**src/rtl/bus_arb_pkg.sv**
```systemverilog
// Shared types and defaults for the two-port round-robin bus arbiter.
package bus_arb_pkg;

    typedef enum logic [1:0] {
        IDLE  = 2'd0,
        GNT_A = 2'd1,
        GNT_B = 2'd2
    } state_e;

    localparam logic SEL_A = 1'b0;
    localparam logic SEL_B = 1'b1;

    localparam int unsigned DEF_WIDTH     = 32;
    localparam int unsigned DEF_MAX_BURST = 4;
    localparam int unsigned CNT_W         = 4;

endpackage

```
**src/rtl/two_port_bus_arbiter_if.sv**
```systemverilog
// Handshake bundle: two requesters, one registered output, and the mux select.
interface two_port_bus_arbiter_if
    import bus_arb_pkg::*;
#(
    parameter int unsigned WIDTH = DEF_WIDTH
);
    logic             a_valid;
    logic [WIDTH-1:0] a_data;
    logic             a_ready;
    logic             b_valid;
    logic [WIDTH-1:0] b_data;
    logic             b_ready;
    logic             out_valid;
    logic [WIDTH-1:0] out_data;
    logic             out_ready;
    logic             sel;

    modport slave (
        input  a_valid, a_data, b_valid, b_data, out_ready,
        output a_ready, b_ready, out_valid, out_data, sel
    );

    modport master (
        output a_valid, a_data, b_valid, b_data, out_ready,
        input  a_ready, b_ready, out_valid, out_data, sel
    );
endinterface

```
**src/rtl/bus_arb_fsm.sv**
```systemverilog
// Grant FSM: round-robin between A and B with a bounded burst per grant.
module bus_arb_fsm
    import bus_arb_pkg::*;
#(
    parameter int unsigned MAX_BURST = DEF_MAX_BURST
) (
    input  logic   i_clk,
    input  logic   i_rst_n,
    input  logic   i_a_valid,
    input  logic   i_b_valid,
    input  logic   i_space,
    output state_e o_state,
    output logic   o_sel
);
    localparam logic [CNT_W-1:0] LAST_BEAT = CNT_W'(MAX_BURST - 1);

    state_e           r_state, w_state_nxt, w_other;
    logic             r_last, w_last_nxt;
    logic             r_sel, w_sel_nxt;
    logic [CNT_W-1:0] r_cnt, w_cnt_nxt;
    logic             w_own_valid, w_oth_valid;

    always_ff @(posedge i_clk or negedge i_rst_n) begin
        if (!i_rst_n) begin
            r_state <= IDLE;
            r_last  <= SEL_B;
            r_sel   <= SEL_A;
            r_cnt   <= '0;
        end else begin
            r_state <= w_state_nxt;
            r_last  <= w_last_nxt;
            r_sel   <= w_sel_nxt;
            r_cnt   <= w_cnt_nxt;
        end
    end

    always_comb begin
        w_state_nxt = r_state;
        w_last_nxt  = r_last;
        w_sel_nxt   = r_sel;
        w_cnt_nxt   = r_cnt;
        w_own_valid = 1'b0;
        w_oth_valid = 1'b0;
        w_other     = IDLE;

        unique case (r_state)
            IDLE: begin
                if (i_a_valid && i_b_valid) begin
                    w_state_nxt = (r_last == SEL_B) ? GNT_A : GNT_B;
                end else if (i_a_valid) begin
                    w_state_nxt = GNT_A;
                end else if (i_b_valid) begin
                    w_state_nxt = GNT_B;
                end
            end
            GNT_A: begin
                w_own_valid = i_a_valid;
                w_oth_valid = i_b_valid;
                w_other     = GNT_B;
            end
            GNT_B: begin
                w_own_valid = i_b_valid;
                w_oth_valid = i_a_valid;
                w_other     = GNT_A;
            end
            default: w_state_nxt = IDLE;
        endcase

        if (r_state == GNT_A || r_state == GNT_B) begin
            if (!w_own_valid) begin
                w_state_nxt = w_oth_valid ? w_other : IDLE;
                w_cnt_nxt   = '0;
            end else if (i_space) begin
                // A transfer happens: ready equals space while granted.
                if (r_cnt == LAST_BEAT) begin
                    w_cnt_nxt = '0;
                    if (w_oth_valid) begin
                        w_state_nxt = w_other;
                    end
                end else begin
                    w_cnt_nxt = r_cnt + CNT_W'(1);
                end
            end
        end

        if (w_state_nxt == GNT_A) begin
            w_last_nxt = SEL_A;
            w_sel_nxt  = SEL_A;
        end else if (w_state_nxt == GNT_B) begin
            w_last_nxt = SEL_B;
            w_sel_nxt  = SEL_B;
        end
    end

    assign o_state = r_state;
    assign o_sel   = r_sel;

endmodule

```
**src/rtl/two_port_bus_arbiter.sv**
```systemverilog
// Two-requester bus arbiter with a single-entry registered output stage.
module two_port_bus_arbiter
    import bus_arb_pkg::*;
#(
    parameter int unsigned WIDTH     = DEF_WIDTH,
    parameter int unsigned MAX_BURST = DEF_MAX_BURST
) (
    input logic                    i_clk,
    input logic                    i_rst_n,
    two_port_bus_arbiter_if.slave  io_bus
);
    state_e           w_state;
    logic             w_sel;
    logic             w_space;
    logic             w_a_ready, w_b_ready;
    logic             w_xfer;
    logic [WIDTH-1:0] w_mux_data;
    logic             r_out_valid;
    logic [WIDTH-1:0] r_out_data;

    bus_arb_fsm #(
        .MAX_BURST (MAX_BURST)
    ) u_fsm (
        .i_clk     (i_clk),
        .i_rst_n   (i_rst_n),
        .i_a_valid (io_bus.a_valid),
        .i_b_valid (io_bus.b_valid),
        .i_space   (w_space),
        .o_state   (w_state),
        .o_sel     (w_sel)
    );

    assign w_space    = !r_out_valid || io_bus.out_ready;
    assign w_a_ready  = (w_state == GNT_A) && w_space;
    assign w_b_ready  = (w_state == GNT_B) && w_space;
    assign w_xfer     = (io_bus.a_valid && w_a_ready) || (io_bus.b_valid && w_b_ready);
    assign w_mux_data = (w_sel == SEL_B) ? io_bus.b_data : io_bus.a_data;

    // Load and drain in the same cycle simply reloads: no bubble.
    always_ff @(posedge i_clk or negedge i_rst_n) begin
        if (!i_rst_n) begin
            r_out_valid <= 1'b0;
            r_out_data  <= '0;
        end else if (w_xfer) begin
            r_out_valid <= 1'b1;
            r_out_data  <= w_mux_data;
        end else if (io_bus.out_ready) begin
            r_out_valid <= 1'b0;
        end
    end

    assign io_bus.a_ready   = w_a_ready;
    assign io_bus.b_ready   = w_b_ready;
    assign io_bus.out_valid = r_out_valid;
    assign io_bus.out_data  = r_out_data;
    assign io_bus.sel       = w_sel;

endmodule

```
**src/flat_wrapper.sv**
```systemverilog
// flat-port wrapper written by rule: the top's interface ports become plain ports
module two_port_bus_arbiter_flat import bus_arb_pkg::*;
#(
    parameter int unsigned WIDTH     = DEF_WIDTH,
    parameter int unsigned MAX_BURST = DEF_MAX_BURST
)
  (i_clk, i_rst_n, io_bus_a_valid, io_bus_a_data, io_bus_b_valid, io_bus_b_data, io_bus_out_ready, io_bus_a_ready, io_bus_b_ready, io_bus_out_valid, io_bus_out_data, io_bus_sel);
  two_port_bus_arbiter_if #(.WIDTH(WIDTH)) io_bus_i ();
  input logic i_clk;
  input logic i_rst_n;
  input wire logic [$bits(io_bus_i.a_valid)-1:0] io_bus_a_valid;
  input wire logic [$bits(io_bus_i.a_data)-1:0] io_bus_a_data;
  input wire logic [$bits(io_bus_i.b_valid)-1:0] io_bus_b_valid;
  input wire logic [$bits(io_bus_i.b_data)-1:0] io_bus_b_data;
  input wire logic [$bits(io_bus_i.out_ready)-1:0] io_bus_out_ready;
  output wire logic [$bits(io_bus_i.a_ready)-1:0] io_bus_a_ready;
  output wire logic [$bits(io_bus_i.b_ready)-1:0] io_bus_b_ready;
  output wire logic [$bits(io_bus_i.out_valid)-1:0] io_bus_out_valid;
  output wire logic [$bits(io_bus_i.out_data)-1:0] io_bus_out_data;
  output wire logic [$bits(io_bus_i.sel)-1:0] io_bus_sel;
  assign io_bus_i.a_valid = io_bus_a_valid;
  assign io_bus_i.a_data = io_bus_a_data;
  assign io_bus_i.b_valid = io_bus_b_valid;
  assign io_bus_i.b_data = io_bus_b_data;
  assign io_bus_i.out_ready = io_bus_out_ready;
  assign io_bus_a_ready = io_bus_i.a_ready;
  assign io_bus_b_ready = io_bus_i.b_ready;
  assign io_bus_out_valid = io_bus_i.out_valid;
  assign io_bus_out_data = io_bus_i.out_data;
  assign io_bus_sel = io_bus_i.sel;
  two_port_bus_arbiter #(.WIDTH(WIDTH), .MAX_BURST(MAX_BURST)) u_core (.i_clk(i_clk), .i_rst_n(i_rst_n), .io_bus(io_bus_i));
endmodule
```
**config.mk**
```make
export PLATFORM = sky130hd
export DESIGN_NAME = two_port_bus_arbiter_flat
export DESIGN_NICKNAME = d
export VERILOG_FILES = /design/src/rtl/bus_arb_pkg.sv /design/src/rtl/two_port_bus_arbiter_if.sv /design/src/rtl/bus_arb_fsm.sv /design/src/rtl/two_port_bus_arbiter.sv /design/src/flat_wrapper.sv
export SDC_FILE = /design/constraint.sdc
export NUM_CORES = 1
export LEC_CHECK = 0
export ABC_AREA = 0
export CAP_MARGIN = 20
export CORE_UTILIZATION = 44
export DETAILED_ROUTE_END_ITERATION = 16
export GPL_TIMING_DRIVEN = 0
export PLACE_DENSITY = 0.92
export SKIP_CTS_REPAIR_TIMING = 1
export SLEW_MARGIN = 20
export SYNTH_ARGS = -nofsm -noshare
export SYNTH_HDL_FRONTEND = slang
export SYNTH_SLANG_ARGS = --single-unit
```
**constraint.sdc**
```tcl
create_clock -name i_clk -period 3.7 [get_ports i_clk]
set_input_delay 0.74 -clock i_clk [delete_from_list [all_inputs] [get_ports i_clk]]
set_output_delay 0.74 -clock i_clk [all_outputs]
set_load 0.02 [all_outputs]
```
======== Word level (Yosys, flattened, before mapping) ========
Cells that the tools add are included.
storage, ports and cells
  register bits after elaboration ......... 41
  input port bits ......................... 69
  logic and storage cells ................. 49
cells by class
  $add $sub $neg .......................... 1
  equal/unequal tests ..................... 6
  mux-type cells .......................... 22
  reduce and logical (&&, ||, !) cells .... 14
operators by type and width
  cell                   number
  $mux W32               1
  $mux W2                10
  $mux W4                3
  $pmux W2 S2            2
  $logic_and A1 B1 Y1    5
  $add A4 B1 Y4 const B  1
  $eq A2 B1 Y1 const B   2
  $eq A2 B2 Y1 const B   2
  $eq A4 B2 Y1 const B   1
  $mux W1                4
  $pmux W1 S2            2
  $reduce_bool A2 Y1     2
  $logic_or A1 B1 Y1     3
  $logic_not A2 Y1       1
  $ne A2 B1 Y1 const B   1
  $reduce_and A2 Y1      1
  $reduce_or A2 Y1       1
  $logic_not A1 Y1       1

======== Logic depth before layout (Yosys ltp) ========
Gate-level depths: netlist of the first run.
  depth after elaboration ................. 12
  mapped depth ............................ 9
  depth with buffers taken out ............ 9

======== Modules after synthesis ========
From an unflattened synthesis of the first run, not the netlist that was laid out.
second synthesis, totals
  cell total of the unflattened synthesis .. 166
  area, all modules ....................... 2263.4 um^2
modules (own cells, without submodules)
  module                times used  cells an instance  area each (um^2)
  two_port_bus_arbiter  1           112                1712.9
  bus_arb_fsm           1           54                 550.5

======== Worst setup path after synthesis of the first run ========
Ideal clock, no wire load.
  path type ............................... input -> register
  start point ............................. input port io_bus_b_valid
  end point ............................... register u_core.u_fsm.r_sel, in the netlist u_core.u_fsm.o_sel
  setup time .............................. 0.123 ns
  arrival ................................. 2.149 ns
  required time ........................... 3.577 ns
  setup slack ............................. 1.428 ns
  stages on the path ...................... 8
  buffers on the path ..................... 1
  path through ............................ buf_6 a22oi_4 a41oi_4 nor4_2 o32ai_1 ha_1 nor2b_1 a21oi_1
on the way
  word-level cells in the longest chain between the ends .. 11
  elaborated cells between the ends (all ways) .. 17
  classes of those cells .................. 2 x eq/ne; 13 x mux; 2 x reduce/logical
RTL lines
  what                                                  RTL line                              RTL
  start: declaration                                    flat_wrapper.sv:13                    input wire logic [$bits(io_bus_i.b_valid)-1:0] io_bus_b_valid;
  $mux W2                                               bus_arb_fsm.sv:52                     end else if (i_b_valid) begin
  $mux W2                                               bus_arb_fsm.sv:50                     end else if (i_a_valid) begin
  $mux W2                                               bus_arb_fsm.sv:48                     if (i_a_valid && i_b_valid) begin
  $pmux W2 S2                                           bus_arb_fsm.sv:46                     unique case (r_state)
  $mux W2                                               bus_arb_fsm.sv:77                     if (w_oth_valid) begin
  $mux W2                                               bus_arb_fsm.sv:75                     if (r_cnt == LAST_BEAT) begin
  $mux W2                                               bus_arb_fsm.sv:73                     end else if (i_space) begin
  $mux W2                                               bus_arb_fsm.sv:70                     if (!w_own_valid) begin
  $mux W2 (*)                                           bus_arb_fsm.sv:69                     if (r_state == GNT_A || r_state == GNT_B) begin
  $eq A2 B1 Y1 / $eq A2 B2 Y1 (equally long branches)   bus_arb_fsm.sv:86, bus_arb_fsm.sv:89
  $mux W1 / $reduce_bool A2 Y1 (equally long branches)  n/a
  end signal: assignment                                bus_arb_fsm.sv:32                     r_sel <= w_sel_nxt;
  end: declaration                                      bus_arb_fsm.sv:19                     logic r_sel, w_sel_nxt;
Mark *: on every way between the ends. The rest lies on a longest branch, timed or not.
A chain may end at the register's enable or synchronous reset.

======== Worst setup path after layout of the first run ========
  start point ............................. input port io_bus_out_ready
  end point ............................... output port io_bus_a_ready
on the way
  word-level cells in the longest chain between the ends .. 2
RTL lines
  what                 RTL line                    RTL
  start: declaration   flat_wrapper.sv:15          input wire logic [$bits(io_bus_i.out_ready)-1:0] io_bus_out_ready;
  $logic_or A1 B1 Y1   two_port_bus_arbiter.sv:33  assign w_space = !r_out_valid || io_bus.out_ready;
  $logic_and A1 B1 Y1  two_port_bus_arbiter.sv:34  assign w_a_ready = (w_state == GNT_A) && w_space;
  end: declaration     flat_wrapper.sv:16          output wire logic [$bits(io_bus_i.a_ready)-1:0] io_bus_a_ready;
Every way passes these cells.

==> results by group, run 1 <==
Run status
  – Outcome: complete, no violations

Setup path
  – Crit. Startpoint: io_bus_out_ready
  – R2R depth: 9
  – Worst setup path end: io_bus_a_ready
  – Setup CP Type: in -> out
  – Nature of the critical path startpoint: input pin
  – R2R Path End: u_core.u_fsm.o_sel$_DFFE_PN0P_
  – FF-to-FF Start: u_core.u_fsm.o_state[1]$_DFF_PN0_
  – Critical Path AT: 2.29 ns
  – Reg2Reg Setup Slack: 1.26 ns
  – Crit. End Element: output port
  – CP max FO: 7
  – Required time of the critical path: 2.96 ns

Power and ir drop
  – Power Internal: 0.00149 W
  – Clock share of power: 11.7%
  – Sw power: 0.00101 W
  – Switching share of power: 40.4%
  – Flop pwr share: 29.8%
  – Comb pwr share: 58.5%
  – P_leak: 1.63 nW
  – Max IR drop VDD: 442 uV
  – Power Dens Cells: 725 nW/um^2
  – Total Power: 0.00251 W

STA
  – Max frequency: 330 MHz
  – Slew margin rel.: 68.9%
  – Fin crit period: 3.03 ns
  – Final hold vios: 0
  – Setup TNS: 0 ns
  – # setup viols final: 0
  – Slew Viols, Final: 0
  – Clock skew: 0.00465 ns
  – RSZ-0062 raised after global routing: false
  – Worst slew pin tran: 0.466 ns
  – Final period utilization: 82.0%

Cells and area
  – Post-Layout Cell Count: 387
  – N_diodes: 0
  – Area grow syn2layout: 55.1%
  – Final core utilization: 72.2%
  – Final nets: 394
  – Design area: 3460 sq um
  – Share of layout cells above drive strength 1: 14.7%

Clocking
  – Clk buf depth: 2
  – Clock Latency Late Sink: 0.28 ns
  – CTS Root Cell: clkbuf_8
  – H-tree depth: 2
  – Num Clock Sinks: 41
  – CTS tree: done
  – Clk slew on worst S/H paths: 0.07 ns
  – Total CTS buffers: 5

Placed design
  – Number of port buffers: 103
  – HPWL Detailed: 4.32 mm
  – Placed instance area: 3370 sq um
  – Inst Count DP: 379
  – Placer congestion estimate: 0.850

Drt
  – DRT Pass-1 Iters: 4
  – M1 wire length: 2.15 mm
  – Total number of vias: 1975
  – Met2 WL: 2.74 mm
  – Final wirelength: 5.44 mm
  – ANT nets after route: 0
  – WL per Instance: 14.1 um
  – Max Used Layer: met4
  – Drc violations: 0
  – Starting DRT DRC Count: 91
  – Routed wl met3: 505 um
  – Via/cell ratio: 5.10

Synth
  – Gate Count Post-Synth: 208
  – Mean Syn Cell Area: 10.7 sq um
  – Net count after synthesis: 283
  – Ys Warns: 0
  – Unique masters post-synth: 36
  – #FFs+latches synth: 41
  – Mapped Area: 2230 sq um
  – Sequential-to-total area share from yosys stat: 46.1%

Global route
  – Largest net degree at the start of global routing: 24
  – First-pass GRT wire length: 8.58 mm
  – Global Route Usage Sum: 21.1%
  – Total grt overflow: 0
  – Number of antenna violations at the first check in global routing: 0
  – Vias in the first global route: 1976

Min path
  – Min-Delay Path Class: in -> async

Die
  – # IOs: 105
  – CORE AREA: 4790 sq um
  – DIE WIDTH: 73.2 um
  – Initial Util: 46.6%
  – Row count: 25
  – Die area: 5350 sq um
  – Die Ht: 73.2 um

Flow run
  – Max-cap violation count: 0
==> per-stage QoR <==
stage / hold slack (ns) / worst slack (ns)
floorplan: 0.444 / 1.43
finish: 0.397 / 0.666
CTS: 0.408 / 0.654
global placement: 0.459 / 0.699
global route: 0.424 / 0.601
detailed placement: 0.464 / 0.665
==> power by group through the flow <==
stage / registers [W] / logic, W / clock network (W)
finish: 0.000748 / 0.00146 / 0.000294
detailed placement: 0.000756 / 0.00148 / 0
global placement: 0.000740 / 0.00143 / 0
CTS: 0.000748 / 0.00148 / 0.000301
global route: 0.000776 / 0.00158 / 0.000319
floorplan: 0.000957 / 0.000673 / 0
==> worst min-delay path by stage <==
| stage | to | cells past startpoint | slack, ns | startpoint |
|---|---|---|---|---|
| final | u_core.io_bus.out_data[26]$_DFFE_PN0P_ | 1 | 0.40 | i_rst_n |
| after global routing | u_core.io_bus.out_data[26]$_DFFE_PN0P_ | 1 | 0.42 | i_rst_n |
| after CTS | u_core.io_bus.out_data[26]$_DFFE_PN0P_ | 1 | 0.41 | i_rst_n |
| after detailed placement | u_core.io_bus.out_data[18]$_DFFE_PN0P_ | 2 | 0.46 | u_core.io_bus.out_data[18]$_DFFE_PN0P_ |
| after global placement | u_core.io_bus.out_data[24]$_DFFE_PN0P_ | 2 | 0.46 | u_core.io_bus.out_data[24]$_DFFE_PN0P_ |
| after floorplan | u_core.io_bus.out_data[0]$_DFFE_PN0P_ | 0 | 0.44 | i_rst_n |
==> area by class of cell <==
| type | count | area [sq um] |
|---|---|---|
| repair buffers | 104 | 1050 |
| plain buffers | 12 | 104 |
| flip-flops and latches | 41 | 1030 |
| clock buffers | 8 | 90.1 |
| fillers | 368 | 1330 |
| inverters | 8 | 30.0 |
| multi-input cells | 147 | 1070 |
| well taps | 67 | 83.8 |
==> critical path: stages <==
cell and delay (ns):
clkdlybuf4s50_1 0.48, nand2b_1 0.28, and2_2 0.20, clkdlybuf4s50_1 0.60
==> sequential cells by signal, summed over array words and instances (netlist names) <==
| signal | cells |
|---|---|
| u_core.u_fsm.r_last | 1 |
| u_core.io_bus.out_data | 32 |
| u_core.u_fsm.o_sel | 1 |
| u_core.io_bus.out_valid | 1 |
| u_core.u_fsm.o_state | 2 |
| u_core.u_fsm.r_cnt | 4 |
==> cell usage after synthesis <==
library cell / number / share of area [%]
ha_1: 6 / 3.4
nor4_2: 1 / 0.56
o32ai_1: 2 / 0.79
and2_1: 1 / 0.28
nor4b_1: 1 / 0.39
buf_6: 7 / 3.5
o21ai_0: 17 / 3.8
dfrtp_1: 40 / 45
dfstp_2: 1 / 1.2
buf_2: 4 / 0.90
nor2b_1: 2 / 0.56
o22ai_1: 1 / 0.28
or2_4: 1 / 0.39
nor3_1: 2 / 0.45
nand2b_1: 1 / 0.28
mux2i_1: 32 / 14
a41oi_4: 1 / 1.2
inv_1: 8 / 1.3
and2_2: 1 / 0.34
a32o_1: 1 / 0.45
a211oi_1: 1 / 0.34
nand2_1: 39 / 6.6
nor2_1: 2 / 0.34
nand3_1: 2 / 0.45
clkbuf_2: 1 / 0.22
o41ai_1: 1 / 0.39
a22o_1: 1 / 0.39
o32a_2: 1 / 0.51
o21ai_1: 1 / 0.22
a22o_2: 1 / 0.45
o2111a_1: 1 / 0.51
nand2b_2: 1 / 0.39
o21ai_2: 18 / 7.1
o22a_1: 1 / 0.39
a21oi_1: 6 / 1.3
a22oi_4: 1 / 0.95
==> kinds of logic (layout without fill, tap and decap cells) <==
| group | count (synthesis) | in the layout | synth area share (%) |
|---|---|---|---|
| fa+ha+maj | 6 | 6 | 3.37 |
| compound gates | 55 | 55 | 19.1 |
| flops | 41 | 41 | 46.1 |
| simple gates | 54 | 54 | 11.0 |
| mux | 32 | 32 | 14.4 |
| buf+inv | 20 | 132 | 6.01 |
==> per-layer routing <==
metal / track usage [%] / vias to the layer above
li1: - / 957
met1: 22.8 / 926
met2: 39.2 / 81
met3: 6.49 / 11
met4: 6.10 / 0
met5: 0 / -
==> layout by cell type, fill, tap and decap left out, drive strengths merged, types with 6 or more instances in the layout <==
cell	netlist	final
clkdlybuf4s50	0	102
dfrtp	40	40
nand2	39	39
o21ai	36	36
mux2i	32	32
buf	11	13
clkbuf	1	9
inv	8	8
a21oi	6	6
ha	6	6
No activity file was read; power rests on OpenSTA's default activity.
==> inputs of run 2 (changes only) <==
- CORE_UTILIZATION: 44 -> 41
- PLACE_DENSITY: 0.92 -> 0.87
- clock period: 3.7 -> 2.8 ns (I/O delays scaled with it)
==> results by group, run 2 (synthesis gave the netlist of run 1 again) <==
STA
  – Slew margin rel.: 65.9% (was 68.9%)
  – Worst slew pin tran: 0.512 ns (was 0.466 ns)
  – Max frequency: 375 MHz
  – Final hold vios: 0 (unchanged)
  – Slew Viols, Final: 0 (unchanged)
  – # setup viols final: 0 (unchanged)
  – Fin crit period: 2.67 ns
  – Final period utilization: 95.2%
  – Setup TNS: 0 ns (unchanged)
  – Clock skew: 0.0101 ns (was 0.00465 ns)
  – Post-route setup slack: 0.134 ns (was 0.666 ns)
  – RSZ-0062 raised after global routing: false (unchanged)

Clocking
  – Num Clock Sinks: 41 (unchanged)
  – Clock Latency Late Sink: 0.29 ns (was 0.28 ns)
  – H-tree depth: 2 (unchanged)
  – Clk slew on worst S/H paths: 0.07 ns (about the same)
  – Clk buf depth: 2 (unchanged)
  – CTS tree: done (unchanged)
  – CTS Root Cell: clkbuf_8 (unchanged)
  – Total CTS buffers: 5 (unchanged)

Setup path
  – Crit. End Element: output port (unchanged)
  – Setup CP Type: in -> out (unchanged)
  – Worst path slowest cell: clkdlybuf4s50_1 (unchanged)
  – Cells along the critical path: clkdlybuf4s50_1, nand2b_1, and2_2, clkdlybuf4s50_1 (unchanged)
  – Cell family with most CP delay: buffers and inverters (unchanged)
  – Required time of the critical path: 2.24 ns (was 2.96 ns)
  – Crit path buf inv count: 2 (unchanged)
  – Critical Path AT: 2.11 ns (was 2.29 ns)
  – Cell mode on critical path: clkdlybuf4s50_1 (unchanged)
  – CP max FO: 7 (unchanged)
  – Crit-path max cell delay: 0.59 ns (was 0.60 ns)
  – Nature of the critical path startpoint: input pin (unchanged)

Drt
  – Final wirelength: 5.41 mm (was 5.44 mm)
  – Starting DRT DRC Count: 37 (was 91)
  – Drc violations: 0 (unchanged)
  – Total number of vias: 1902 (was 1975)
  – ANT nets after route: 0 (unchanged)
  – Via/cell ratio: 4.89 (was 5.10)
  – WL per Instance: 13.9 um (was 14.1 um)
  – DRT Pass-1 Iters: 4 (unchanged)

Die
  – Initial Util: 43.1% (was 46.6%)
  – Die Ht: 75.7 um (was 73.2 um)
  – DIE WIDTH: 75.7 um (was 73.2 um)
  – Die area: 5730 sq um (was 5350 sq um)
  – Row count: 26 (was 25)
  – # IOs: 105 (unchanged)
  – CORE AREA: 5170 sq um (was 4790 sq um)

Flow run
  – Max-cap violation count: 0 (unchanged)

Cells and area
  – Share of layout cells above drive strength 1: 15.0% (was 14.7%)
  – N_diodes: 0 (unchanged)
  – Area grow syn2layout: 55.2% (was 55.1%)
  – Most common cell after layout, fill and taps aside: clkdlybuf4s50_1 (unchanged)
  – Final core utilization: 66.9% (was 72.2%)
  – Most frequent cells in the layout: clkdlybuf4s50_1, dfrtp_1, nand2_1 (unchanged)
  – Final nets: 394 (unchanged)
  – Max reg flops: 32 (unchanged)
  – Post-Layout Cell Count: 389 (was 387)

Power and ir drop
  – Flop pwr share: 29.8% (about the same)
  – P_leak: 1.63 nW (about the same)
  – Power Internal: 0.00197 W (was 0.00149 W)
  – Power Dens Cells: 953 nW/um^2 (was 725 nW/um^2)
  – Comb pwr share: 58.5% (about the same)
  – Clock share of power: 11.7% (about the same)
  – Total Power: 0.00330 W (was 0.00251 W)
  – Sw power: 0.00133 W (was 0.00101 W)
  – Switching share of power: 40.3% (was 40.4%)
  – Max IR drop VDD: 532 uV (was 442 uV)

Global route
  – Vias in the first global route: 1740 (was 1976)
  – First-pass GRT wire length: 7.89 mm (was 8.58 mm)
  – Total grt overflow: 0 (unchanged)
  – Largest net degree at the start of global routing: 22 (was 24)
  – Number of antenna violations at the first check in global routing: 0 (unchanged)
  – Global Route Usage Sum: 18.4% (was 21.1%)

Placed design
  – Number of port buffers: 103 (unchanged)
  – HPWL Detailed: 4.34 mm (was 4.32 mm)
  – Placer congestion estimate: 0.775 (was 0.850)
  – Inst Count DP: 382 (was 379)
  – Pre-CTS setup slack: 0.0524 ns (was 0.665 ns)

Min path
  – Min-Delay Path Class: in -> async (unchanged)

Run status
  – Outcome: complete, no violations (unchanged)
==> run 2: cell type report <==
| class | instances | area [sq um] |
|---|---|---|
| Clock buffer | 6 | 82.6 |
| Tap cell | 70 | 87.6 |
| Sequential cell | 41 | 1030 |
| Buffer | 12 | 104 |
| Timing Repair Buffer | 104 | 1050 |
| Fill cell | 427 | 1710 |
| Clock inverter | 1 | 7.51 |
| Multi-Input combinational cell | 147 | 1070 |
| Inverter | 8 | 30.0 |
==> run 2: path summary, 6_finish.rpt <==
| path | from | end | slack, ns | cells after the start |
|---|---|---|---|---|
| setup / recovery | io_bus_out_ready | io_bus_a_ready | 0.13 | 4 |
| hold / removal | i_rst_n | u_core.io_bus.out_data[23]$_DFFE_PN0P_ | 0.24 | 1 |
| setup reg to reg | u_core.u_fsm.o_state[1]$_DFF_PN0_ | u_core.u_fsm.o_sel$_DFFE_PN0P_ | 0.38 | 9 |
| hold reg to reg | u_core.io_bus.out_data[26]$_DFFE_PN0P_ | u_core.io_bus.out_data[26]$_DFFE_PN0P_ | 0.48 | 2 |
| max in group asynchronous | i_rst_n | u_core.u_fsm.r_last$_DFFE_PN1P_ | 1.99 | 2 |
| min in group i_clk | u_core.io_bus.out_data[26]$_DFFE_PN0P_ | u_core.io_bus.out_data[26]$_DFFE_PN0P_ | 0.48 | 2 |
==> run 2: per-layer routing <==
layer / wire length, um / GRT usage, % / vias to the layer above
met3: 433 / 4.63 / 5
met4: 39 / 4.53 / 0
met5: 0 / 0 / -
met2: 2690 / 32.8 / 77
met1: 2250 / 22.1 / 865
li1: - / - / 955
==> run 2: through the flow <==
stage                     instance area, sq um  hold WS, ns
final                                     3460        0.240
after global routing                      3460        0.273
after CTS                                 3460        0.248
after detailed placement                  3370        0.464
after global placement                    3350        0.460
after floorplan                           2230        0.264
==> run 2: power by group through the flow <==
stage	Clock [W]	Sequential, W	Combinational (W)
final	0.000386	0.000981	0.00193
after CTS	0.000402	0.000982	0.00195
after floorplan	0	0.00126	0.000889
after global placement	0	0.000978	0.00190
after global routing	0.000422	0.00101	0.00210
after detailed placement	0	0.000993	0.00195
